`config.mk`:
```
export PLATFORM = sky130hd
export DESIGN_NAME = input_debouncer
export DESIGN_NICKNAME = d
export VERILOG_FILES = /design/src/rtl/debounce_pkg.sv /design/src/rtl/debounce_channel.sv /design/src/rtl/input_debouncer.sv
export SDC_FILE = /design/constraint.sdc
export NUM_CORES = 1
export LEC_CHECK = 0
export CAP_MARGIN = 40
export CORE_MARGIN = 1.5
export CORE_UTILIZATION = 45
export CTS_CLUSTER_SIZE = 25
export DETAILED_ROUTE_END_ITERATION = 7
export PLACE_DENSITY = 0.71
export SYNTH_ARGS = -nofsm -noshare
export SYNTH_HDL_FRONTEND = slang
export SYNTH_SLANG_ARGS = --single-unit
```
`constraint.sdc`:
```
create_clock -name clk_i -period 2.12 [get_ports clk_i]
set_input_delay 0.424 -clock clk_i [delete_from_list [all_inputs] [get_ports clk_i]]
set_output_delay 0.424 -clock clk_i [all_outputs]
set_load 0.01 [all_outputs]
```
`src/rtl/debounce_pkg.sv`:
```
// Shared defaults and helpers for the input debouncer.
// Channel counts match the button peripheral's push_i/switch_i buses.
package debounce_pkg;

    localparam int N_PUSH_DEFAULT       = 10;
    localparam int N_SWITCH_DEFAULT     = 8;
    localparam int N_CHAN_DEFAULT       = N_PUSH_DEFAULT + N_SWITCH_DEFAULT;
    localparam int TICK_DIV_DEFAULT     = 50000;
    localparam int STABLE_TICKS_DEFAULT = 8;
    localparam int SYNC_STAGES_DEFAULT  = 2;

    typedef logic [$clog2(N_CHAN_DEFAULT)-1:0] chan_idx_t;

    // Counter width able to hold 0..n-1, never narrower than one bit.
    function automatic int cnt_width(input int n);
        return (n > 1) ? $clog2(n) : 1;
    endfunction

endpackage

```
`src/rtl/debounce_channel.sv`:
```
// One debounced bit: synchroniser chain, stability counter, output flop.
// With CHANGE_PULSE_EN defined, also a one-cycle change pulse.
module debounce_channel
    import debounce_pkg::*;
#(
    parameter int   STABLE_TICKS = STABLE_TICKS_DEFAULT,
    parameter int   SYNC_STAGES  = SYNC_STAGES_DEFAULT,
    parameter logic IDLE         = 1'b0
) (
    input  logic clk_i,
    input  logic rst_ni,
    input  logic raw_i,
    input  logic tick_i,
    output logic out_o
`ifdef CHANGE_PULSE_EN
    ,
    output logic changed_o
`endif
);

    localparam int CW = cnt_width(STABLE_TICKS + 1);
    localparam logic [CW:0] LAST = (CW + 1)'(STABLE_TICKS);

    logic [SYNC_STAGES-1:0] sync_q;
    logic [CW-1:0]          cnt_q;
    logic [CW:0]            cnt_inc;
    logic                   sync;
    logic                   differ;
    logic                   accept;

    assign sync    = sync_q[SYNC_STAGES-1];
    assign differ  = sync ^ out_o;
    assign cnt_inc = {1'b0, cnt_q} + (CW + 1)'(1);
    assign accept  = tick_i & differ & (cnt_inc == LAST);

    always_ff @(posedge clk_i or negedge rst_ni) begin
        if (!rst_ni) begin
            sync_q <= {SYNC_STAGES{IDLE}};
            out_o  <= IDLE;
            cnt_q  <= '0;
        end else begin
            sync_q <= {sync_q[SYNC_STAGES-2:0], raw_i};
            if (tick_i) begin
                // Any tick agreeing with the output restarts the run.
                if (!differ) begin
                    cnt_q <= '0;
                end else if (accept) begin
                    out_o <= sync;
                    cnt_q <= '0;
                end else begin
                    cnt_q <= cnt_inc[CW-1:0];
                end
            end
        end
    end

`ifdef CHANGE_PULSE_EN
    always_ff @(posedge clk_i or negedge rst_ni) begin
        if (!rst_ni) begin
            changed_o <= 1'b0;
        end else begin
            changed_o <= accept;
        end
    end
`endif

endmodule

```
`src/rtl/input_debouncer.sv`:
```
// Synchronise and debounce raw push/switch pins for the button peripheral.
// Optional macro CHANGE_PULSE_EN adds the changed_o per-bit change pulse.
module input_debouncer
    import debounce_pkg::*;
#(
    parameter int N_PUSH       = N_PUSH_DEFAULT,
    parameter int N_SWITCH     = N_SWITCH_DEFAULT,
    parameter int TICK_DIV     = TICK_DIV_DEFAULT,
    parameter int STABLE_TICKS = STABLE_TICKS_DEFAULT,
    parameter int SYNC_STAGES  = SYNC_STAGES_DEFAULT,
    parameter logic [N_PUSH-1:0]   PUSH_IDLE   = '0,
    parameter logic [N_SWITCH-1:0] SWITCH_IDLE = '0
) (
    input  logic                         clk_i,
    input  logic                         rst_ni,
    input  logic [N_PUSH-1:0]            push_raw_i,
    input  logic [N_SWITCH-1:0]          switch_raw_i,
    output logic [N_PUSH-1:0]            push_o,
    output logic [N_SWITCH-1:0]          switch_o
`ifdef CHANGE_PULSE_EN
    ,
    output logic [N_PUSH+N_SWITCH-1:0]   changed_o
`endif
);

    localparam int N  = N_PUSH + N_SWITCH;
    localparam int PW = cnt_width(TICK_DIV);
    localparam logic [PW-1:0] DIV_MAX = PW'(TICK_DIV - 1);
    localparam logic [N-1:0]  IDLE_VEC = {SWITCH_IDLE, PUSH_IDLE};

    logic [PW-1:0] div_q;
    logic          tick;
    logic [N-1:0]  raw;
    logic [N-1:0]  out;

    assign raw  = {switch_raw_i, push_raw_i};
    assign tick = (div_q == DIV_MAX);

    always_ff @(posedge clk_i or negedge rst_ni) begin
        if (!rst_ni) begin
            div_q <= '0;
        end else if (tick) begin
            div_q <= '0;
        end else begin
            div_q <= div_q + PW'(1);
        end
    end

    for (genvar i = 0; i < N; i++) begin : g_chan
        debounce_channel #(
            .STABLE_TICKS (STABLE_TICKS),
            .SYNC_STAGES  (SYNC_STAGES),
            .IDLE         (IDLE_VEC[i])
        ) u_chan (
            .clk_i     (clk_i),
            .rst_ni    (rst_ni),
            .raw_i     (raw[i]),
            .tick_i    (tick),
            .out_o     (out[i])
`ifdef CHANGE_PULSE_EN
            ,
            .changed_o (changed_o[i])
`endif
        );
    end

    assign push_o   = out[N_PUSH-1:0];
    assign switch_o = out[N-1:N_PUSH];

endmodule

```
### Word-level counts from Yosys, hierarchy flattened

Index checks and enable logic that the tools add are counted.
Widths: inputs -> output; s select.

| operators by class | value |
|---|---|
| add/sub/neg operators | 19 |
| muxes and demuxes | 37 |
| reduce and logical (&&, ||, !) cells | 18 |
| bitwise operators | 54 |
| equal/unequal tests | 19 |

Operators with widths:

| cell | number |
|---|---|
| $mux 4 | 36 |
| $add 4x1->5 const B | 18 |
| $eq 5x4->1 const B | 18 |
| $reduce_and 3->1 | 18 |
| $and 1x1->1 | 36 |
| $xor 1x1->1 | 18 |
| $add 16x1->16 const B | 1 |
| $eq 16x16->1 const B | 1 |
| $mux 16 | 1 |

| storage, ports and cells | value |
|---|---|
| logic and storage cells | 202 |
| output and inout bits | 18 |
| bits of input ports | 20 |
| bits in registers | 142 |

### Logic depth before layout (Yosys ltp)

Gate-level depths: netlist of the first run.

| logic depth | value |
|---|---|
| depth after elaboration | 5 |
| gate-level depth with buffers | 8 |
| depth with buffers taken out | 5 |

### Hierarchy

A second synthesis of the first run with hierarchy kept.

| second synthesis, totals | value |
|---|---|
| cell total of the unflattened synthesis | 589 |
| area, all modules | 7113.1 um^2 |

By module, submodules not included:

| module | times used | area an instance (um^2) | seq. area each (um^2) | cells each |
|---|---|---|---|---|
| debounce_channel | 18 | 352.8 | 175.2 | 29 |
| input_debouncer | 1 | 762.0 | 400.4 | 67 |

### Least setup slack after synthesis of the first run

No wires, ideal clock.

| timing | value |
|---|---|
| path kind | reg-to-reg |
| from | register div_q[0] |
| to | register g_chan[0].u_chan.out_o |
| arrival | 1654 ps |
| buffers on the path | 2 |
| required time | 1995 ps |
| clock period less this slack | 1779 ps |
| library setup time | 125 ps |
| cell stages (with the launch flop) | 8 |
| setup slack | 341 ps |
| cell sequence | dfrtp_1 -> ha_1 -> and4_1 -> nand4_2 -> buf_6 -> buf_6 -> nor3b_2 -> mux2_2 |

| between the ends | value |
|---|---|
| longest elaborated chain between the ends | 4 |

RTL lines:

| item | RTL line | text |
|---|---|---|
| start, declared | input_debouncer.sv:31 | `logic [PW-1:0] div_q;` |
| start signal, assigned | input_debouncer.sv:45 | `div_q <= div_q + PW'(1);` |
| $eq 16x16->1 (*) | input_debouncer.sv:37 | `assign tick = (div_q == DIV_MAX);` |
| $and 1x1->1 (2 in a row) | debounce_channel.sv:34 | `assign accept = tick_i & differ & (cnt_inc == LAST);` |
| $reduce_and 3->1 (no line) (*) | -- |  |
| end signal, assigned | debounce_channel.sv:48 | `out_o <= sync;` |
| end, declared | debounce_channel.sv:14 | `output logic out_o` |

Every way passes the cells marked *; elsewhere a longest branch is shown, timed or not.
A chain may end at the register's enable or synchronous reset.

### Worst setup path in the final report of the first run

| timing | value |
|---|---|
| from | register div_q[0] |
| to | register g_chan[8].u_chan.cnt_q[3] |

| between the ends | value |
|---|---|
| longest elaborated chain between the ends | 5 |

RTL lines:

| item | RTL line | text |
|---|---|---|
| $eq 16x16->1 (*) | input_debouncer.sv:37 |  |
| $and 1x1->1 (2 in a row) | debounce_channel.sv:34 |  |
| $mux 4 | debounce_channel.sv:47 | `end else if (accept) begin` |
| $mux 4 | debounce_channel.sv:45 | `if (!differ) begin` |
| end signal, assigned | debounce_channel.sv:51 | `cnt_q <= cnt_inc[CW-1:0];` |
| end, declared | debounce_channel.sv:25 | `logic [CW-1:0] cnt_q;` |

Marked as above.

==> out/results.ini, run 1 <==
[pwr]
switching_share_pct=19.67
power.ir.vdd_worst_mv=0.5366
power.static_leakage_uw=0.003783
cell_internal_pwr_uw=4808
clock_power_share_pct=51.4
combinationalPowerShare_pct=2.4
design_power_total_uw=5985
seqPwrFrac_pct=46.2
power_density_cells_nw_per_um2=711.1
power_switching_uw=1178

[die]
die_x_um=130.1
start_util_pct=45.93
die_height_um=130.1
ioPinCount=38
std_cell_rows=46
core_um2=15830
die_area_um2=16930

[detailed_routing]
avgViaCountPerCell=5.376
totalWireLength_mm=13.52
vias=5225
antenna_left=0
detail_route.drc_violations=0
drtIter0Drc=382
first_pass_iters=5
avgRoutedWirePerCell_um=13.91
dr.max_layer_used=met4
route.layer.met1.wl_mm=6.003
route.met3.wl_um=416
met2RoutedLength_mm=6.870

[logic_synthesis]
area_share_of_and_or_nand_nor_cells_after_synthesis_pct=21.39
synth.avg_cell_area_um2=10.15
yosys_reg_bits=142
post_synth_adder_cell_area_pct=6.368
dominant_combinational_cell_family_by_area_after_synthesis=simple AND/OR/NAND/NOR gates
mux_share_of_post_synthesis_cell_area_pct=3.890
synth-seq-area-share_pct=48.88
synth_edf_count=0
synthCells=716
synth-main-ff-cell=sky130_fd_sc_hd__dfrtp_1
postSynth.asyncResetShare_pct=100.0
synth.lib_cells_used.distinct=47
synth-compound-area-share_pct=11.45
synth_warnings=0
synth_xor_area_share_pct=3.614
synth_nets=773
syn_area_um2=7269

[placed_design]
port_buffer_count=37
finalWeightedCongestion=0.7681
detailedPlacementHpwl_mm=8.961

[worst_setup_path]
critical_path_class=register to register
crit_path_start_kind=register
cp_data_required_time_ns=2.46
cp_data_arrival_time_ns=2.34
worstSetupEndpointType=register
cp_max_fo=34

[worst_hold_path]
hold_class=register to register

[grt]
antenna_found_initial=0
largest_net_degree_at_the_start_of_global_routing=49
grt_first_pass_wirelength_mm=23.35
groute.usage.overall_pct=17.29
global_route.overflow_total=0
grt_pass1_vias=5240

[timing]
timing.setup.tns_ns=0
grt_setup_unrepaired=no
clock_skew_ns=0.006124
finalSetupViolations=0
layout_worst_path_cycle_share_pct=94.52
period_minus_slack_ns=2.004
finalMaxSlewViolations=0
maxSlewHeadroom_pct=68.72
fmax_ghz=0.4991
count_of_final_hold_check_violations=0
tightestPinTransition_ns=0.4678

[clocking]
inserted_clock_buffers=17
cts_max_path_buffers=2
cts_hold_repair.buffers=1
clock_insertion_delay_worst_skew_ns=0.41
clkSlewWorstSetupHoldPaths_ns=0.06
clk_root_buf=sky130_fd_sc_hd__clkbuf_16
clock_tree_from_tritoncts=built
numClockSinks=142
post-cts-setup-buffer-count=0
cts_htree_levels=4
post_cts.resized_instances=0

[job]
max-cap-violations=0

[status]
status=complete, no violations

[final_layout]
syn2layout_area_growth_pct=15.78
commonest_cells_after_routing_fill_and_taps_aside=sky130_fd_sc_hd__dfrtp_1 (142), sky130_fd_sc_hd__nand2_1 (109), sky130_fd_sc_hd__o21ai_0 (73)
final_nets=803
layout_cells_sized_above_1_pct=11.11
insertedDiodeCount=0
utilization_after_layout_pct=53.18
layout.cells.most_common=sky130_fd_sc_hd__dfrtp_1

==> per-stage QoR <==
step / instances / hold slack [ns] / worst slack (ns) / area (um2)
2_1_floorplan: 716 / 0.1284 / 0.3411 / 7269
3_5_place_dp: 942 / 0.3347 / 0.1355 / 7806
6_report: 972 / 0.3455 / 0.1162 / 8417
5_1_grt: 972 / 0.3522 / 0.03115 / 8417
3_3_place_gp: 942 / 0.3329 / 0.2128 / 7806
4_1_cts: 972 / 0.3472 / 0.1145 / 8417
==> power groups by stage <==
stage               clock (uW)  sequential [uW]  combinational [uW]
floorplan                    0             2810                38.6
global placement             0             2810                 144
detailed placement           0             2810                 149
CTS                       3140             2760                 151
global route              3250             2770                 167
finish                    3080             2760                 145
==> synthesized netlist by cell type (all sizes together) (10+ instances only) <==
| master | number | area [um2] |
|---|---|---|
| dfrtp | 142 | 3553 |
| nand2 | 109 | 409.1 |
| o21ai | 80 | 426.7 |
| nand3 | 52 | 260.3 |
| ha | 37 | 462.9 |
| buf | 36 | 249.0 |
| nor2 | 27 | 101.4 |
| xor2 | 26 | 227.7 |
| nor2b | 19 | 118.9 |
| inv | 18 | 67.56 |
| mux2 | 18 | 202.7 |
| nand2b | 17 | 106.4 |
| a21oi | 16 | 80.08 |
| and4 | 11 | 96.34 |
| nand3b | 10 | 75.07 |
==> metal layers <==
metal / track usage, % / vias to the layer above
met4: 7.320 / 0
li1: - / 2553
met2: 30.43 / 98
met1: 20.35 / 2551
met3: 3.813 / 23
met5: 0 / -
==> critical path, cell delays in order, from the launching register on <==
cell and delay [ns]:
sky130_fd_sc_hd__dfrtp_1 0.39, sky130_fd_sc_hd__ha_1 0.23, sky130_fd_sc_hd__and4_1 0.27, sky130_fd_sc_hd__nand4_4 0.18, sky130_fd_sc_hd__buf_12 0.23, sky130_fd_sc_hd__or4_4 0.54
sky130_fd_sc_hd__o21ai_2 0.07
==> worst paths after layout <==
check                      slack, ns                  startpoint  cells past startpoint                          end
max in group asynchronous       0.89                      rst_ni                      3       g_chan[4].u_chan.out_o
max                             0.12                    div_q[0]                      6    g_chan[8].u_chan.cnt_q[3]
max reg2reg                     0.12                    div_q[0]                      6    g_chan[8].u_chan.cnt_q[3]
min in group asynchronous       0.51                      rst_ni                      2  g_chan[12].u_chan.sync_q[0]
min reg2reg                     0.35  g_chan[9].u_chan.sync_q[0]                      0   g_chan[9].u_chan.sync_q[1]
min                             0.35  g_chan[9].u_chan.sync_q[0]                      0   g_chan[9].u_chan.sync_q[1]
==> cell type report <==
type,count,area [um2]
Fill cell,1350,7411
Clock buffer,21,460.4
Multi-Input combinational cell,519,3406
Tap cell,216,270.3
Clock inverter,8,140.1
Sequential cell,142,3553
Timing Repair Buffer,48,519.2
Inverter,18,67.56
==> kinds of logic after synthesis <==
logic type / Yosys count
xor+xnor: 30
buf+inv: 55
compound gates: 137
fa+ha+maj: 37
flops: 142
simple gates: 289
mux: 26
==> sequential cells by signal, summed over array words and instances, names as in the netlist <==
name / count
div_q: 16
g_chan.u_chan.cnt_q: 72
g_chan.u_chan.out_o: 18
g_chan.u_chan.sync_q: 36
(Power assumes the default switching activity.)
==> run 2, diff against run 1 <==
--- a/config.mk
+++ b/config.mk
@@ -5,6 +5,7 @@
 export SDC_FILE = /design/constraint.sdc
 export NUM_CORES = 1
 export LEC_CHECK = 0
+export ABC_AREA = 0
 export CAP_MARGIN = 40
 export CORE_MARGIN = 1.5
 export CORE_UTILIZATION = 45
==> results of run 2 <==
No change in the layout: final DEF, timing and power equal those of run 1.
==> run 3, diff against run 2 <==
--- a/config.mk
+++ b/config.mk
@@ -9,9 +9,11 @@
 export CAP_MARGIN = 40
 export CORE_MARGIN = 1.5
 export CORE_UTILIZATION = 45
+export CTS_CLUSTER_DIAMETER = 100
 export CTS_CLUSTER_SIZE = 25
 export DETAILED_ROUTE_END_ITERATION = 7
-export PLACE_DENSITY = 0.71
+export HOLD_SLACK_MARGIN = 0.03
+export PLACE_DENSITY = 0.69
 export SYNTH_ARGS = -nofsm -noshare
 export SYNTH_HDL_FRONTEND = slang
 export SYNTH_SLANG_ARGS = --single-unit
==> run 3 against run 2 <==
Compared with the run above: sequential share of layout area down 0.22 points; core utilization up 0.28 points; clock skew increased by 0.0041 ns; global-route usage barely moved; first-iteration DRC count is 24% lower; register-to-register slack gained 0.03 ns; via count increased by 0.61%; maximum frequency grew 1.5%.
==> out/results.ini, run 3 (same netlist as run 1, synthesis figures left out) <==
[pwr]
power_density_cells_nw_per_um2=703.1
clock_power_share_pct=51.1
switching_share_pct=22.26
combinationalPowerShare_pct=2.5
power_switching_uw=1325
seqPwrFrac_pct=46.4
power.ir.vdd_worst_mv=0.5648
design_power_total_uw=5950
cell_internal_pwr_uw=4625
power.static_leakage_uw=0.003798

[worst_setup_path]
crit_path_start_kind=register
critical_path.reg2reg.startpoint=div_q[10]
critical_path_slowest_stage_cell=sky130_fd_sc_hd__or4_4
cp_data_required_time_ns=2.46
critical_path_class=register to register
crit-reg2reg-capture=g_chan[16].u_chan.cnt_q[3]
critical_path.max_stage_delay_ns=0.51
r2r_setup_slack_ns=0.15
rr_worst_depth=5
cp_bufs_invs=1
worstSetupEndpointType=register
cp_data_arrival_time_ns=2.32
cp_max_fo=10
critical-path-top-delay-family=simple AND/OR/NAND/NOR gates
crit_chain=nor3_1 > nand4_4 > buf_4 > or4_4 > o211ai_2

[final_layout]
register_with_the_highest_flop_count=g_chan.u_chan.cnt_q
syn2layout_area_growth_pct=16.40
utilization_after_layout_pct=53.46
reg.largest.list=g_chan.u_chan.cnt_q (72), g_chan.u_chan.sync_q (36), g_chan.u_chan.out_o (18)
final_nets=808
layout_cells_sized_above_1_pct=12.30
layout.cells.most_common=sky130_fd_sc_hd__dfrtp_1
commonest_cells_after_routing_fill_and_taps_aside=sky130_fd_sc_hd__dfrtp_1 (142), sky130_fd_sc_hd__nand2_1 (109), sky130_fd_sc_hd__o21ai_0 (73)
insertedDiodeCount=0
largest_reg_flops=72
filler_cell_count=1293

[placed_design]
port_buffer_count=37
detailedPlacementHpwl_mm=8.932
finalWeightedCongestion=0.8001

[timing]
period_minus_slack_ns=1.974
timing.setup.tns_ns=0
hold-worst-slack_ns=0.3363
tightestPinTransition_ns=0.5002
layout_worst_path_cycle_share_pct=93.12
finalMaxSlewViolations=0
grt_setup_unrepaired=no
count_of_final_hold_check_violations=0
clock_skew_ns=0.01021
finalSetupViolations=0
fmax_ghz=0.5065
maxSlewHeadroom_pct=66.66

[grt]
antenna_found_initial=0
largest_net_degree_at_the_start_of_global_routing=51
groute.usage.overall_pct=17.31
grt_pass1_vias=5121
global_route.overflow_total=0
grt_first_pass_wirelength_mm=23.33

[clocking]
post-cts-setup-buffer-count=0
cts_hold_repair.buffers=1
cts_htree_levels=4
clock_insertion_delay_worst_skew_ns=0.43
post_cts.resized_instances=0
cts_max_path_buffers=2
clkSlewWorstSetupHoldPaths_ns=0.07
inserted_clock_buffers=17
numClockSinks=142
clk_root_buf=sky130_fd_sc_hd__clkbuf_16
clock_tree_from_tritoncts=built

[detailed_routing]
drtIter0Drc=289
first_pass_iters=5
vias=5257
avgRoutedWirePerCell_um=13.96
detail_route.drc_violations=0
avgViaCountPerCell=5.364
totalWireLength_mm=13.68
antenna_left=0

[worst_hold_path]
min_delay_path_depth=0
hold_path.startpoint=g_chan[8].u_chan.sync_q[0]
holdPathEnd=g_chan[8].u_chan.sync_q[1]
hold_class=register to register

[die]
ioPinCount=38
die_height_um=130.1
std_cell_rows=46
die_area_um2=16930
start_util_pct=45.93
core_um2=15830
die_x_um=130.1

[status]
status=complete, no violations

[job]
max-cap-violations=0

-- run 3: changes by cell type in the layout (fill, tap and decap cells not counted) --
cell	previous run	this run
sky130_fd_sc_hd__clkinvlp_4	0	3
sky130_fd_sc_hd__clkinv_4	0	4
sky130_fd_sc_hd__clkbuf_1	2	0
sky130_fd_sc_hd__bufinv_16	4	2
sky130_fd_sc_hd__buf_4	5	10
sky130_fd_sc_hd__inv_8	0	1
sky130_fd_sc_hd__clkinv_2	4	0
sky130_fd_sc_hd__inv_6	0	3
-- run 3: power by group through the flow --
stage	Combinational (uW)	Sequential [uW]	Clock, uW
floorplan	38.6	2810	0
global placement	147	2810	0
detailed placement	152	2810	0
CTS	155	2760	3110
global route	170	2760	3230
finish	149	2760	3040
-- run 3: layout make-up --
class	count	area [um2]	area share, %
inverters	18	67.56	0.7985
well taps	216	270.3	3.194
clock inverters	13	155.1	1.834
repair buffers	53	556.8	6.580
multi-input cells	519	3406	40.25
flip-flops and latches	142	3553	41.99
clock buffers	19	452.9	5.353
-- run 3: metal layers --
layer  vias to the layer above  track usage [%]  part of all wire [%]
met4                         0            7.386                   1.7
met3                        19            3.895                   2.7
li1                       2575                -                     -
met5                         -                0                     0
met2                        93            29.35                    50
met1                      2570            21.29                    45
-- run 3: per-stage QoR --
stage          cells  setup slack (ns)  area, um2
3_5_place_dp     947            0.1673       7844
5_1_grt          980          0.008524       8462
3_3_place_gp     947            0.2129       7844
2_1_floorplan    716            0.3411       7269
6_report         980            0.1458       8462
4_1_cts          980            0.1371       8462
-- run 3: how the worst max path moves through the flow --
stage               depth (start not counted)                         end      start
global placement                            6   g_chan[2].u_chan.cnt_q[3]   div_q[0]
finish                                      5  g_chan[16].u_chan.cnt_q[3]  div_q[10]
floorplan                                   7      g_chan[0].u_chan.out_o   div_q[0]
global route                                5      g_chan[1].u_chan.out_o  div_q[10]
CTS                                         5     g_chan[15].u_chan.out_o  div_q[10]
detailed placement                          6  g_chan[16].u_chan.cnt_q[3]   div_q[0]
